===== src/rtl/uart_rx.sv =====
// uart_rx: 8N1 serial receiver with a 2-flop input synchronizer, a mid-bit
// sampling FSM and registered one-cycle strobes for good / bad frames.
// Ports:
//   clk        system clock, rising edge
//   rst_n      asynchronous active-low reset
//   uart_rxd   asynchronous serial line (idle high, LSB first)
//   rx_de      one-cycle strobe, rx_data valid in the same cycle
//   rx_data    last correctly framed byte
//   frame_err  one-cycle strobe, stop bit sampled low
//   rx_busy    high while a frame is in progress
module uart_rx #(
  parameter int unsigned CLK_FREQ = 50_000_000,
  parameter int unsigned BAUD     = 115200
) (
  input  logic       clk,
  input  logic       rst_n,
  input  logic       uart_rxd,
  output logic       rx_de,
  output logic [7:0] rx_data,
  output logic       frame_err,
  output logic       rx_busy
);

  localparam int unsigned BAUD_DIV = CLK_FREQ / BAUD;
  localparam int unsigned HALF     = BAUD_DIV / 2;
  localparam int unsigned CNT_W    = (BAUD_DIV > 2) ? $clog2(BAUD_DIV) : 1;

  localparam logic [CNT_W-1:0] HALF_LAST = CNT_W'(HALF - 1);
  localparam logic [CNT_W-1:0] BIT_LAST  = CNT_W'(BAUD_DIV - 1);

  typedef enum logic [1:0] {IDLE, START, DATA, STOP} state_t;

  state_t           state_q, state_d;
  logic [CNT_W-1:0] cnt_q, cnt_d;
  logic [2:0]       bit_q, bit_d;
  logic [7:0]       shift_q, shift_d;
  logic [7:0]       data_d;
  logic             de_d, ferr_d, busy_d;

  logic             rxd_meta, rxd_s, rxd_prev;
  logic             fall;

  // Two-flop synchronizer plus one delay stage for edge detection; all idle high.
  always_ff @(posedge clk or negedge rst_n) begin
    if (!rst_n) begin
      rxd_meta <= 1'b1;
      rxd_s    <= 1'b1;
      rxd_prev <= 1'b1;
    end else begin
      rxd_meta <= uart_rxd;
      rxd_s    <= rxd_meta;
      rxd_prev <= rxd_s;
    end
  end

  // Only a genuine 1->0 transition starts a frame, so a held-low break is ignored.
  assign fall = rxd_prev & ~rxd_s;

  // State and datapath registers.
  always_ff @(posedge clk or negedge rst_n) begin
    if (!rst_n) begin
      state_q   <= IDLE;
      cnt_q     <= '0;
      bit_q     <= '0;
      shift_q   <= '0;
      rx_data   <= '0;
      rx_de     <= 1'b0;
      frame_err <= 1'b0;
      rx_busy   <= 1'b0;
    end else begin
      state_q   <= state_d;
      cnt_q     <= cnt_d;
      bit_q     <= bit_d;
      shift_q   <= shift_d;
      rx_data   <= data_d;
      rx_de     <= de_d;
      frame_err <= ferr_d;
      rx_busy   <= busy_d;
    end
  end

  // Next-state and output logic; the counter restarts from zero on every state entry.
  always_comb begin
    state_d = state_q;
    cnt_d   = cnt_q + CNT_W'(1);
    bit_d   = bit_q;
    shift_d = shift_q;
    data_d  = rx_data;
    de_d    = 1'b0;
    ferr_d  = 1'b0;

    case (state_q)
      IDLE: begin
        cnt_d = '0;
        if (fall) begin
          state_d = START;
        end
      end
      START: begin
        // Re-check the start bit at its middle to reject short glitches.
        if (cnt_q == HALF_LAST) begin
          cnt_d = '0;
          if (!rxd_s) begin
            state_d = DATA;
            bit_d   = '0;
          end else begin
            state_d = IDLE;
          end
        end
      end
      DATA: begin
        if (cnt_q == BIT_LAST) begin
          cnt_d          = '0;
          shift_d[bit_q] = rxd_s;
          bit_d          = bit_q + 3'd1;
          if (bit_q == 3'd7) begin
            state_d = STOP;
          end
        end
      end
      STOP: begin
        if (cnt_q == BIT_LAST) begin
          cnt_d   = '0;
          state_d = IDLE;
          if (rxd_s) begin
            data_d = shift_q;
            de_d   = 1'b1;
          end else begin
            ferr_d = 1'b1;
          end
        end
      end
      default: begin
        state_d = IDLE;
        cnt_d   = '0;
      end
    endcase

    busy_d = (state_d != IDLE);
  end

endmodule


===== config.mk =====
export PLATFORM = sky130hd
export DESIGN_NAME = uart_rx
export DESIGN_NICKNAME = d
export VERILOG_FILES = /design/src/rtl/uart_rx.sv
export SDC_FILE = /design/constraint.sdc
export NUM_CORES = 1
export LEC_CHECK = 0
export BUFFER_PORTS_ARGS = -buffer_cell sky130_fd_sc_hd__buf_2
export CAP_MARGIN = 10
export CORE_UTILIZATION = 40
export CTS_CLUSTER_DIAMETER = 200
export DETAILED_ROUTE_END_ITERATION = 10
export GPL_TIMING_DRIVEN = 0
export PLACE_DENSITY = 0.61
export SYNTH_ARGS = -nofsm -noshare
export SYNTH_HDL_FRONTEND = slang
export SYNTH_SLANG_ARGS = --single-unit

===== constraint.sdc =====
create_clock -name clk -period 2.45 [get_ports clk]
set_clock_uncertainty 0.15 [all_clocks]
set_input_delay 0.49 -clock clk [delete_from_list [all_inputs] [get_ports clk]]
set_output_delay 0.49 -clock clk [all_outputs]
set_load 0.005 [all_outputs]

Word-level counts from Yosys, hierarchy flattened
Cells that the tools add are included.
Cells by class
  add/sub/neg operators: 2
  bitwise gates (word level): 2
  equality and inequality tests: 9
  multiplexer cells: 23
  magnitude comparators: 2
  reduce and logical (&&, ||, !) cells: 8
Operator list (number)
  one-hot mux 9 bit (3 select lines): 1
  two-way mux 9 bit: 2
  two-way mux 2 bit: 6
  adder 9 x 1 -> 9 bit (second input constant): 1
  equality test 9 x 8 -> 1 bit (second input constant): 1
  equality test 9 bit (second input constant): 1
  two-way mux 3 bit: 3
  bitwise mux 8 bit: 1
  one-hot mux 2 bit (4 select lines): 1
  two-way mux 1 bit: 7
  inequality test 2 bit (second input constant): 3
  one-hot mux 3 bit (2 select lines): 1
  equality test 2 bit (second input constant): 2
  less-than comparator 3 x 4 -> 1 bit (second input constant): 1
  AND reduction 4 bit: 1
  nonzero test 2 bit: 2
  adder 3 x 1 -> 3 bit (second input constant): 1
  demux 1 bit (select 3 bit): 1
  equality test 3 bit (second input constant): 1
  greater-or-equal comparator 3 x 1 -> 1 bit (second input constant): 1
  AND reduction 3 bit: 1
  equality test 2 x 1 -> 1 bit (second input constant): 1
  zero test 2 bit: 1
  AND reduction 2 bit: 1
  4 further kinds: 4
Word-level totals
  word-level logic and storage cells: 57
  register bits after elaboration: 36

Longest topological paths before layout
Gate-level depths: netlist of the first run.
  depth after elaboration: 5
  gate-level depth with buffers: 6
  depth with buffers taken out: 5

Worst setup path after synthesis of the first run
OpenSTA, ideal clock, no wires.
  kind: reg2reg
  start point: reg cnt_q[0]
  end point: reg state_q[0]
  period minus slack after synthesis: 1.999 ns
  cell stages (with the launch flop): 6
  required time: 2.162 ns
  slack: 0.451 ns
  arrival: 1.711 ns
  cells stage by stage: dfrtp_1 > inv_1 > ha_1 > or4b_4 > or2_0 > mux4_2
Between the ends
  longest elaborated chain between the ends: 3
  elaborated cells between the ends (all ways): 6
  those cells by class: eq/ne: 2; mux: 4
Ends and longest elaborated chain
  from (decl): RTL line 34  | logic [CNT_W-1:0] cnt_q, cnt_d;
  from (signal assigned): RTL line 72  | cnt_q <= cnt_d;
  equality test 9 bit / equality test 9 x 8 -> 1 bit (equally long branches): RTL line 112, 122, 101
  two-way mux 2 bit (on tied branches): RTL line 122, 101, 112
  one-hot mux 2 bit (4 select lines) *: RTL line 92  | case (state_q)
  net state_d[0]: RTL line 33  | state_t state_q, state_d;
  to (signal assigned): RTL line 71  | state_q <= state_d;
  to (decl): RTL line 33
The timed path passes the listed nets; every way through them passes the cells marked *.
A chain may end at the register's enable or synchronous reset.

Final worst setup path of the first run
  start point: reg cnt_q[1]
  end point: reg rx_data[7]
Between the ends
  longest elaborated chain between the ends: 2
Ends and longest elaborated chain
  equality test 9 bit: RTL line 122  | if (cnt_q == BIT_LAST) begin
  AND reduction 3 bit (no line)
  to (signal assigned): RTL line 75  | rx_data <= data_d;
  to (decl): RTL line 19  | output logic [7:0] rx_data,
Every way passes these cells.

==> metrics.yaml, run 1 <==
outcome:
  status: "complete, no violations"
clock_network:
  postCtsSetupBuffers: 0
  cts_tree: "built"
  cts_sinks: 36
  clk-insertion-delay-late_ps: 290
  cts_buffer_depth: 2
  htree_levels: 2
  cts_made_buffers: 5
  clk_pin_slew_ps: 80
  cts-root-buf: "clkbuf_8"
  postCtsHoldBufs: 0
  cts_resized: 0
drt:
  vias: 1234
  drtPass1Iterations: 4
  wl_per_cell_um: 15.4
  routed_wl_mm: 3.32
  ant_nets: 0
  vias_per_cell: 5.71
  drc: 0
  drt_iter0_drc: 72
timing:
  timing.fmax_mhz: 438
  slew_violations: 0
  grt_setup_unrepaired: "false"
  finalCritPeriodShare: 0.932
  setup_viol: 0
  min_period_ps: 2280
  finalHoldViolCount: 0
  tightest_slew_ps: 797
  tns_ps: 0
  slew_headroom: 0.468
setup_path:
  end_kind: "register"
  cp.required_ps: 2480
  cp.arrival_ps: 2310
  cp-start-kind: "register"
  worst-path-max-fanout: 9
  crit_type: "register to register"
logic_synthesis:
  ys_ff_latch: 36
  syn_avg_cell_area_um2: 12.0
  synthCells: 145
  synth_edf_count: 0
  synth_commonest_cells: "33 x dfrtp_1, 16 x mux2_2, 9 x nand4_1"
  yosysMostFrequentCell: "dfrtp_1"
  synth_fp_nets: 153
  ys_async_sr_fraction: 1.00
  yosysSeqAreaShare: 0.518
  mappedNetlistArea_um2: 1750
  synth_ff_type: "dfrtp_1"
  yosysUniqueCellTypes: 42
  yosysWarnings: 0
  synthTopCellsByArea: "dfrtp_1 47%, mux2_2 10%, dfstp_2 4.5%"
  synth_top_area_cell: "dfrtp_1"
  synth_top_area_frac: 0.473
die:
  ios: 14
  dieArea_um2: 4630
  core_area_um2: 4090
  rows: 23
  initial_core_util: 0.427
  die_w_um: 68.1
  die_h_um: 68.1
place:
  place_congestion: 0.774
  io_buffers: 13
  dp.cells: 208
  dp_hpwl_mm: 2.34
final_layout:
  fill_cells: 378
  final_nets: 173
  multi_input_area_um2: 771
  fin_cells: 216
  syn_to_final_growth_pct: 13.7
  diodes: 0
  fin_util: 0.486
  register_area_um2: 905
  drive_above_1_share: 0.295
power_and_ir_drop:
  p_leak_uw: 0.000912
  pwr_density_cell_nw_per_um2: 740
  vdd_ir_drop_max_v: 0.000411
global_routing:
  grt_use_met1: 0.204
  track_usage: 0.173
  globalRouteMet3Util: 0.0583
  first_global_vias: 1248
  globalRouteMet2Util: 0.287
  antenna_found_initial: 0
  overflow: 0
  grt_max_degree: 37
  grt_most_used_layer: "met2"
  grt_pass1_wl_mm: 5.84
hold_path:
  hp-class: "input port to asynchronous set/reset pin"
run:
  maxCapViolations: 0
-- path summary, 6_finish.rpt --
check / start / end / slack, ps / cells past startpoint
hold reg to reg: rxd_meta / rxd_s / 210 / 0
min in group clk: uart_rxd / rxd_meta / 150 / 1
max in group asynchronous: rst_n / cnt_q[8] / 1520 / 1
hold / removal: rst_n / rx_data[5] / 130 / 1
setup reg to reg: cnt_q[1] / rx_data[7] / 170 / 5
setup / recovery: cnt_q[1] / rx_data[7] / 170 / 5
-- metal layers --
| metal | share of wire | wire (um) |
|---|---|---|
| met1 | 0.44 | 1460 |
| met2 | 0.51 | 1700 |
| met3 | 0.033 | 110 |
| met4 | 0.016 | 53 |
| met5 | 0 | 0 |
-- flip-flops by register name, indices dropped and copies added, names as in the netlist --
signal,count
rxd_prev,1
rxd_s,1
state_q,2
bit_q,3
frame_err,1
rx_busy,1
cnt_q,9
rxd_meta,1
rx_data,8
rx_de,1
shift_q,8
-- report_power, final --
group | internal [uW] | switching (uW)
sequential | 652 | 61.2
clock | 301 | 220
combinational | 108 | 128
-- layout by cell type (no fill, tap or decap), types with 4 or more instances in the layout --
cell,n
or3_1,4
buf_2,14
inv_1,8
o21ai_0,4
mux2_2,16
clkbuf_8,5
nand2_1,6
clkbuf_1,5
a22oi_1,4
dfrtp_1,33
ha_1,5
nand4_1,9
nand3_1,5
a21oi_1,4
-- cells by family after synthesis --
kind of cell               Yosys count  synth area share
AOI/OAI and AO/OA                   25             0.102
DFF                                 36             0.518
buffers and inverters               16            0.0401
and+or+nand+nor                     43             0.173
adders and majority gates            5            0.0358
xor gates and xnor gates             3            0.0151
muxes                               17             0.116
-- per-stage QoR --
stage / hold WS, ps / total power [uW] / cell area [um2] / worst slack (ps)
finish: 128 / 1470 / 1980 / 165
global route: 136 / 1570 / 1980 / 13.5
CTS: 136 / 1490 / 1980 / 90.1
detailed placement: 200 / 962 / 1870 / 106
global placement: 196 / 947 / 1870 / 201
floorplan: 44.4 / 894 / 1750 / 451
-- layout make-up --
type / count / area share
plain buffers: 8 / 0.0202
repair buffers: 13 / 0.0328
clock inverters: 3 / 0.0214
clock buffers: 5 / 0.0347
inverters: 8 / 0.0151
flip-flops and latches: 36 / 0.456
well taps: 50 / 0.0315
multi-input cells: 93 / 0.388
-- worst max-delay path: stages, from the launching register on --
cell      delay [ps]
dfrtp_1          410
inv_1             90
ha_1             190
nand4b_2         250
nor4_4           670
mux2_2           410
(Power assumes the default switching activity.)
==> run 2, diff against run 1 <==
--- a/config.mk
+++ b/config.mk
@@ -5,6 +5,7 @@
 export SDC_FILE = /design/constraint.sdc
 export NUM_CORES = 1
 export LEC_CHECK = 0
+export ABC_AREA = 1
 export BUFFER_PORTS_ARGS = -buffer_cell sky130_fd_sc_hd__buf_2
 export CAP_MARGIN = 10
 export CORE_UTILIZATION = 40
@@ -12,6 +13,7 @@
 export DETAILED_ROUTE_END_ITERATION = 10
 export GPL_TIMING_DRIVEN = 0
 export PLACE_DENSITY = 0.61
+export SLEW_MARGIN = 20
 export SYNTH_ARGS = -nofsm -noshare
 export SYNTH_HDL_FRONTEND = slang
 export SYNTH_SLANG_ARGS = --single-unit
==> run 2 against run 1 <==
Combinational power fell by 18%. Critical path depth fell by 1. Highest routed layer unchanged. Largest power group unchanged. Count of clock-buffer cells in the layout rose by 2. Sequential power fell by 2%. Sequential share of layout area rose by 0.41 points.
==> metrics.yaml, run 2 <==
outcome:
  status: "complete, no violations"  # unchanged
logic_synthesis:
  synth_ff_type: "dfrtp_1"  # unchanged
  mappedNetlistArea_um2: 1710  # was 1750 um2
  ys_ff_latch: 36  # unchanged
  ys_async_sr_fraction: 1.00  # unchanged
  yosysUniqueCellTypes: 22  # was 42
  synth_fp_nets: 207  # was 153
  synth_commonest_cells: "67 x nand2_1, 33 x dfrtp_1, 24 x inv_1"  # was 33 x dfrtp_1, 16 x mux2_2, 9 x nand4_1
  synthCells: 199  # was 145
  yosysMostFrequentCell: "nand2_1"  # was dfrtp_1
  synth_top_area_cell: "dfrtp_1"  # unchanged
  yosysSeqAreaShare: 0.528  # was 0.518
  synthTopCellsByArea: "dfrtp_1 48%, nand2_1 15%, inv_1 5.3%"  # was dfrtp_1 47%, mux2_2 10%, dfstp_2 4.5%
  yosysWarnings: 0  # unchanged
  synth_edf_count: 0  # unchanged
  synth_top_area_frac: 0.482  # was 0.473
  syn_avg_cell_area_um2: 8.61  # was 12.0 um2
power_and_ir_drop:
  power_switching_uw: 378  # was 409 uW
  vdd_ir_drop_max_v: 0.000370  # was 0.000411 V
  p_leak_uw: 0.00113  # was 0.000912 uW
  swShare: 0.259  # was 0.278
  design_power_total_uw: 1460  # was 1470 uW
  power_frac_clock: 0.387  # was 0.355
  pwr_density_cell_nw_per_um2: 741  # was 740 nW/um2
  internal_power_uw: 1080  # was 1060 uW
  power_frac_comb: 0.132  # was 0.160
  p_seq_frac: 0.481  # was 0.485
timing:
  setup_viol: 0  # unchanged
  finalCritPeriodShare: 0.753  # was 0.932
  slew_violations: 0  # unchanged
  tns_ps: 0  # unchanged
  finalHoldViolCount: 0  # unchanged
  tightest_slew_ps: 784  # was 797 ps
  min_period_ps: 1840  # was 2280 ps
  slew_headroom: 0.477  # was 0.468
  timing.fmax_mhz: 542  # was 438 MHz
  grt_setup_unrepaired: "false"  # unchanged
global_routing:
  track_usage: 0.155  # was 0.173
  globalRouteMet2Util: 0.220  # was 0.287
  grt_pass1_wl_mm: 4.98  # was 5.84 mm
  grt_most_used_layer: "met2"  # unchanged
  globalRouteMet3Util: 0.0405  # was 0.0583
  overflow: 0  # unchanged
  first_global_vias: 1110  # was 1248
  grt_use_met1: 0.206  # was 0.204
  grt_max_degree: 37  # unchanged
  antenna_found_initial: 0  # unchanged
die:
  ios: 14  # unchanged
  dieArea_um2: 4550  # was 4630 um2
  die_h_um: 67.4  # was 68.1 um
  die_w_um: 67.4  # was 68.1 um
  initial_core_util: 0.422  # was 0.427
  core_area_um2: 4060  # was 4090 um2
  rows: 23  # unchanged
hold_path:
  hp-class: "input port to asynchronous set/reset pin"  # unchanged
final_layout:
  fin_util: 0.485  # was 0.486
  top_register: "cnt_q"  # unchanged
  fill_cells: 384  # was 378
  fin_cells: 270  # was 216
  final_common_cell: "nand2_1"  # was dfrtp_1
  diodes: 0  # unchanged
  reg.largest.list: "cnt_q: 9 flops, rx_data: 8 flops, shift_q: 8 flops"  # unchanged
  most-common-layout-cells: "67 x nand2_1, 33 x dfrtp_1, 24 x inv_1, 19 x nor2_1, 13 x buf_2"  # was 33 x dfrtp_1, 16 x mux2_2, 14 x buf_2, 9 x nand4_1, 8 x inv_1
  syn_to_final_growth_pct: 14.8  # was 13.7%
  stdcell_area_um2: 1970  # was 1980 um2
  final_nets: 227  # was 173
  largest_register_ffs: 9  # unchanged
  drive_above_1_share: 0.159  # was 0.295
place:
  dp.cells: 262  # was 208
  io_buffers: 13  # unchanged
  dp_hpwl_mm: 2.04  # was 2.34 mm
  place_congestion: 0.757  # was 0.774
  placed_area_um2: 1840  # was 1870 um2
clock_network:
  cts-root-buf: "clkbuf_8"  # unchanged
  cts_tree: "built"  # unchanged
  postCtsSetupBuffers: 0  # unchanged
  cts_made_buffers: 5  # unchanged
  cts_sinks: 36  # unchanged
  htree_levels: 2  # unchanged
  cts_resized: 0  # unchanged
  clk-insertion-delay-late_ps: 290  # about the same
  clk_pin_slew_ps: 70  # was 80 ps
  cts_buffer_depth: 2  # unchanged
  postCtsHoldBufs: 0  # unchanged
run:
  maxCapViolations: 0  # unchanged
setup_path:
  cp.arrival_ps: 1870  # was 2310 ps
  regToRegStartpoint: "rxd_s"  # was cnt_q[1]
  crit_type: "register to register"  # unchanged
  rrSetupSlack_ps: 610  # was 170 ps
  worst-path-max-fanout: 10  # was 9
  end_kind: "register"  # unchanged
  cp-start-kind: "register"  # unchanged
  timing.rr.end: "rx_data[1]"  # was rx_data[7]
  reg2reg_depth: 4  # was 5
  cp.required_ps: 2480  # about the same
drt:
  drtPass1Iterations: 4  # unchanged
  wl_per_cell_um: 10.5  # was 15.4 um
  drt_iter0_drc: 43  # was 72
  vias: 1227  # was 1234
  ant_nets: 0  # unchanged
  vias_per_cell: 4.54  # was 5.71
  routed_wl_mm: 2.82  # was 3.32 mm
  drc: 0  # unchanged
==> run 2: changes by cell type in the layout (fill, tap and decap cells not counted), sizes merged, moves of 3 or more <==
cell    previous run  this run
o311ai             3         0
inv                8        26
nor4               3         0
o221ai             3         0
nor2               1        22
a22oi              4         0
mux2              16         0
nand2              6        70
nand3              5        11
or3                4         0
o21ai              5         8
==> run 2: area by class of cell <==
type / count / area, um2 / area share
Tap cell: 50 / 62.6 / 0.0318
Timing Repair Buffer: 13 / 65.1 / 0.0331
Clock buffer: 7 / 96.3 / 0.0490
Sequential cell: 36 / 905 / 0.460
Clock inverter: 1 / 30.0 / 0.0153
Buffer: 2 / 7.51 / 0.00382
Multi-Input combinational cell: 135 / 703 / 0.358
Inverter: 26 / 97.6 / 0.0496
==> run 2: metrics by stage <==
stage / hold WS, ps / worst slack [ps]
after floorplan: 44.4 / 926
after global placement: 196 / 590
after detailed placement: 197 / 598
after CTS: 126 / 568
after global routing: 125 / 417
final: 125 / 605
==> run 2: critical path: stages (launching register included) <==
cell and delay [ps]:
dfstp_2 560, clkbuf_1 350, nand4_1 430, nand2_1 170, nand2_1 70
==> run 2: power groups by stage <==
| stage | clock network [uW] | registers (uW) | logic, uW |
|---|---|---|---|
| 6_report | 564 | 701 | 193 |
| 5_1_grt | 606 | 714 | 229 |
| 4_1_cts | 583 | 701 | 199 |
| 3_5_place_dp | 0 | 712 | 198 |
| 3_3_place_gp | 0 | 710 | 194 |
| 2_1_floorplan | 0 | 701 | 154 |
==> run 2: metal layers <==
layer,routed length (um),up-vias,part of all wire
li1,-,667,-
met1,1480,533,0.52
met2,1150,20,0.41
met3,107,7,0.038
met4,89,0,0.032
met5,0,-,0
==> run 2: worst max path at each step <==
| stage | start | to | slack [ps] | cells after the start |
|---|---|---|---|---|
| after floorplan | cnt_q[1] | shift_q[0] | 930 | 9 |
| after global placement | rxd_s | rx_data[1] | 590 | 4 |
| after detailed placement | rxd_s | rx_data[0] | 600 | 4 |
| after CTS | rxd_s | rx_data[1] | 570 | 4 |
| after global routing | rxd_s | rx_data[6] | 420 | 4 |
| final | rxd_s | rx_data[1] | 610 | 4 |
==> run 2: logic make-up after synthesis <==
family	Yosys count	share of synthesized area
adders and majority gates	5	0.0365
AOI/OAI and AO/OA	13	0.0409
and+or+nand+nor	114	0.318
buffers and inverters	28	0.0614
DFF	36	0.528
xor gates and xnor gates	3	0.0153
==> run 3, diff against run 2 <==
--- a/config.mk
+++ b/config.mk
@@ -12,7 +12,7 @@
 export CTS_CLUSTER_DIAMETER = 200
 export DETAILED_ROUTE_END_ITERATION = 10
 export GPL_TIMING_DRIVEN = 0
-export PLACE_DENSITY = 0.61
+export PLACE_DENSITY = 0.63
 export SLEW_MARGIN = 20
 export SYNTH_ARGS = -nofsm -noshare
 export SYNTH_HDL_FRONTEND = slang
==> constraint.sdc (replaced) <==
create_clock -name clk -period 1.63 [get_ports clk]
set_clock_uncertainty 0.15 [all_clocks]
set_input_delay 0.326 -clock clk [delete_from_list [all_inputs] [get_ports clk]]
set_output_delay 0.326 -clock clk [all_outputs]
set_load 0.005 [all_outputs]
==> run 3 against run 2 <==
First-iteration DRC count increased by 110%. Non-clock buffer count increased by 7. Final area increased by 4.3%. Worst hold slack improved by 81 ps. Core utilization increased by 2.1 points. Flip-flop and latch count unchanged. Clock power increased by 9.6%. Via count increased by 3.9%. Critical path type unchanged. Critical endpoint is now shift_q[0].
==> metrics.yaml, run 3 (synthesis results as in run 2) <==
final_layout:
  drive_above_1_share: 0.216  # was 0.159
  multi_input_area_um2: 724  # was 703 um2
  diodes: 0  # unchanged
  syn_to_final_growth_pct: 19.7  # was 14.8%
  top_register: "cnt_q"  # unchanged
  most-common-layout-cells: "67 x nand2_1, 32 x dfrtp_1, 21 x inv_1, 17 x nor2_1, 13 x buf_2"  # was 67 x nand2_1, 33 x dfrtp_1, 24 x inv_1, 19 x nor2_1, 13 x buf_2
  fin_cells: 277  # was 270
  reg.largest.list: "cnt_q: 9 flops, rx_data: 8 flops, shift_q: 8 flops"  # unchanged
  fin_util: 0.505  # was 0.485
  final_common_cell: "nand2_1"  # unchanged
  largest_register_ffs: 9  # unchanged
  final_nets: 234  # was 227
  register_area_um2: 906  # was 905 um2
  fill_cells: 390  # was 384
setup_path:
  cp-startpoint: "cnt_q[1]"  # was rxd_s
  crit_end: "shift_q[0]"  # was rx_data[1]
  cpPeakStageDelay_ps: 390  # was 560 ps
  cp_num_cells: 9  # was 4
  reg2reg_depth: 9  # was 4
  worst_path_most_repeated_cell: "nand2_1"  # unchanged
  rrSetupSlack_ps: 40  # was 610 ps
  cp_slowest_cell: "dfrtp_1"  # was dfstp_2
  worst-path-max-fanout: 8  # was 10
  crit_type: "register to register"  # unchanged
  cp.arrival_ps: 1630  # was 1870 ps
  end_kind: "register"  # unchanged
  cp.required_ps: 1660  # was 2480 ps
  cp_top_family: "simple AND/OR/NAND/NOR gates"  # unchanged
  regToRegStartpoint: "cnt_q[1]"  # was rxd_s
  timing.rr.end: "shift_q[0]"  # was rx_data[1]
  cp-start-kind: "register"  # unchanged
  path_cells: "inv_2, ha_4, nand2_4, nor2_8, nand3_4, nor2_4, nand2_1, nand2_1, nand2_1"  # was clkbuf_1, nand4_1, nand2_1, nand2_1
  crit_buf_inv: 1  # unchanged
global_routing:
  grt_pass1_wl_mm: 5.22  # was 4.98 mm
  overflow: 0  # unchanged
  track_usage: 0.159  # was 0.155
  grt_max_degree: 37  # unchanged
  first_global_vias: 1180  # was 1110
  antenna_found_initial: 0  # unchanged
hold_path:
  hp-class: "register to register"  # was input port to asynchronous set/reset pin
clock_network:
  clk-insertion-delay-late_ps: 290  # about the same
  htree_levels: 2  # unchanged
  cts_tree: "built"  # unchanged
  cts_buffer_depth: 2  # unchanged
  clk_pin_slew_ps: 70  # about the same
  cts-root-buf: "clkbuf_8"  # unchanged
  cts_made_buffers: 5  # unchanged
  cts_sinks: 36  # unchanged
die:
  die_h_um: 67.4  # unchanged
  ios: 14  # unchanged
  dieArea_um2: 4550  # unchanged
  die_w_um: 67.4  # unchanged
  initial_core_util: 0.422  # unchanged
  core_area_um2: 4060  # unchanged
  rows: 23  # unchanged
power_and_ir_drop:
  vdd_ir_drop_max_v: 0.000620  # was 0.000370 V
  pwr_density_cell_nw_per_um2: 994  # was 741 nW/um2
  p_leak_uw: 0.00116  # was 0.00113 uW
outcome:
  status: "complete, no violations"  # unchanged
place:
  dp.cells: 262  # unchanged
  place_congestion: 0.785  # was 0.757
  io_buffers: 13  # unchanged
  dp_hpwl_mm: 2.02  # was 2.04 mm
timing:
  grt_setup_unrepaired: "true"  # was false
  finalHoldViolCount: 0  # unchanged
  setup_viol: 0  # unchanged
  min_period_ps: 1590  # was 1840 ps
  timing.fmax_mhz: 628  # was 542 MHz
  tightest_slew_ps: 774  # was 784 ps
  slew_headroom: 0.484  # was 0.477
  finalCritPeriodShare: 0.977  # was 0.753
  slew_violations: 0  # unchanged
drt:
  wl_per_cell_um: 10.7  # was 10.5 um
  drtPass1Iterations: 4  # unchanged
  vias: 1275  # was 1227
  drt_iter0_drc: 89  # was 43
  vias_per_cell: 4.60  # was 4.54
  routed_wl_mm: 2.95  # was 2.82 mm
  drc: 0  # unchanged
  ant_nets: 0  # unchanged
run:
  maxCapViolations: 0  # unchanged
## run 3: metrics by stage
stage          cell area, um2  hold slack [ps]  setup WS [ps]  power, uW  setup TNS [ps]
6_report                 2050              207           37.6       2040               0
2_1_floorplan            1710             -120            106       1290               0
3_5_place_dp             1840              197           -188       1360           -1950
3_3_place_gp             1840              197           -256       1360           -2530
4_1_cts                  1980              208           16.6       2010               0
5_1_grt                  2050              209           -111       2160            -847
## run 3: cell type report
type | instances | share of cell area
sequential | 36 | 0.442
inverter | 26 | 0.0525
buffer | 1 | 0.00183
multi-input combinational | 135 | 0.353
tap | 50 | 0.0305
clock inverter | 3 | 0.00915
timing repair buffer | 21 | 0.0775
clock buffer | 5 | 0.0336
## run 3: timing repair
item,in CTS,in global routing
endpoints found under the setup margin,21,29
pin swaps,2,7
setup buffers,2,4
gates resized for setup,3,14
hold endpoints to repair,29,0
hold buffers,2,0
## run 3: how the worst min path moves through the flow
stage | to | slack [ps] | from | cells after the start
after floorplan | bit_q[0] | -120 | rst_n | 0
after global placement | rxd_s | 200 | rxd_meta | 0
after detailed placement | rxd_s | 200 | rxd_meta | 0
after CTS | rxd_s | 210 | rxd_meta | 0
after global routing | rxd_s | 210 | rxd_meta | 0
final | rxd_s | 210 | rxd_meta | 0
## run 3: routing by layer
layer | vias to the layer above | GRT usage | share of wire
met5 | - | 0 | 0
met4 | 0 | 0.0718 | 0.020
met3 | 6 | 0.0524 | 0.033
met2 | 17 | 0.236 | 0.43
met1 | 578 | 0.207 | 0.52
li1 | 674 | - | -
## run 3: where the power goes
part | switching (uW) | internal [uW] | total (uW)
sequential | 88.8 | 974 | 1060
clock | 321 | 297 | 618
combinational | 202 | 156 | 358
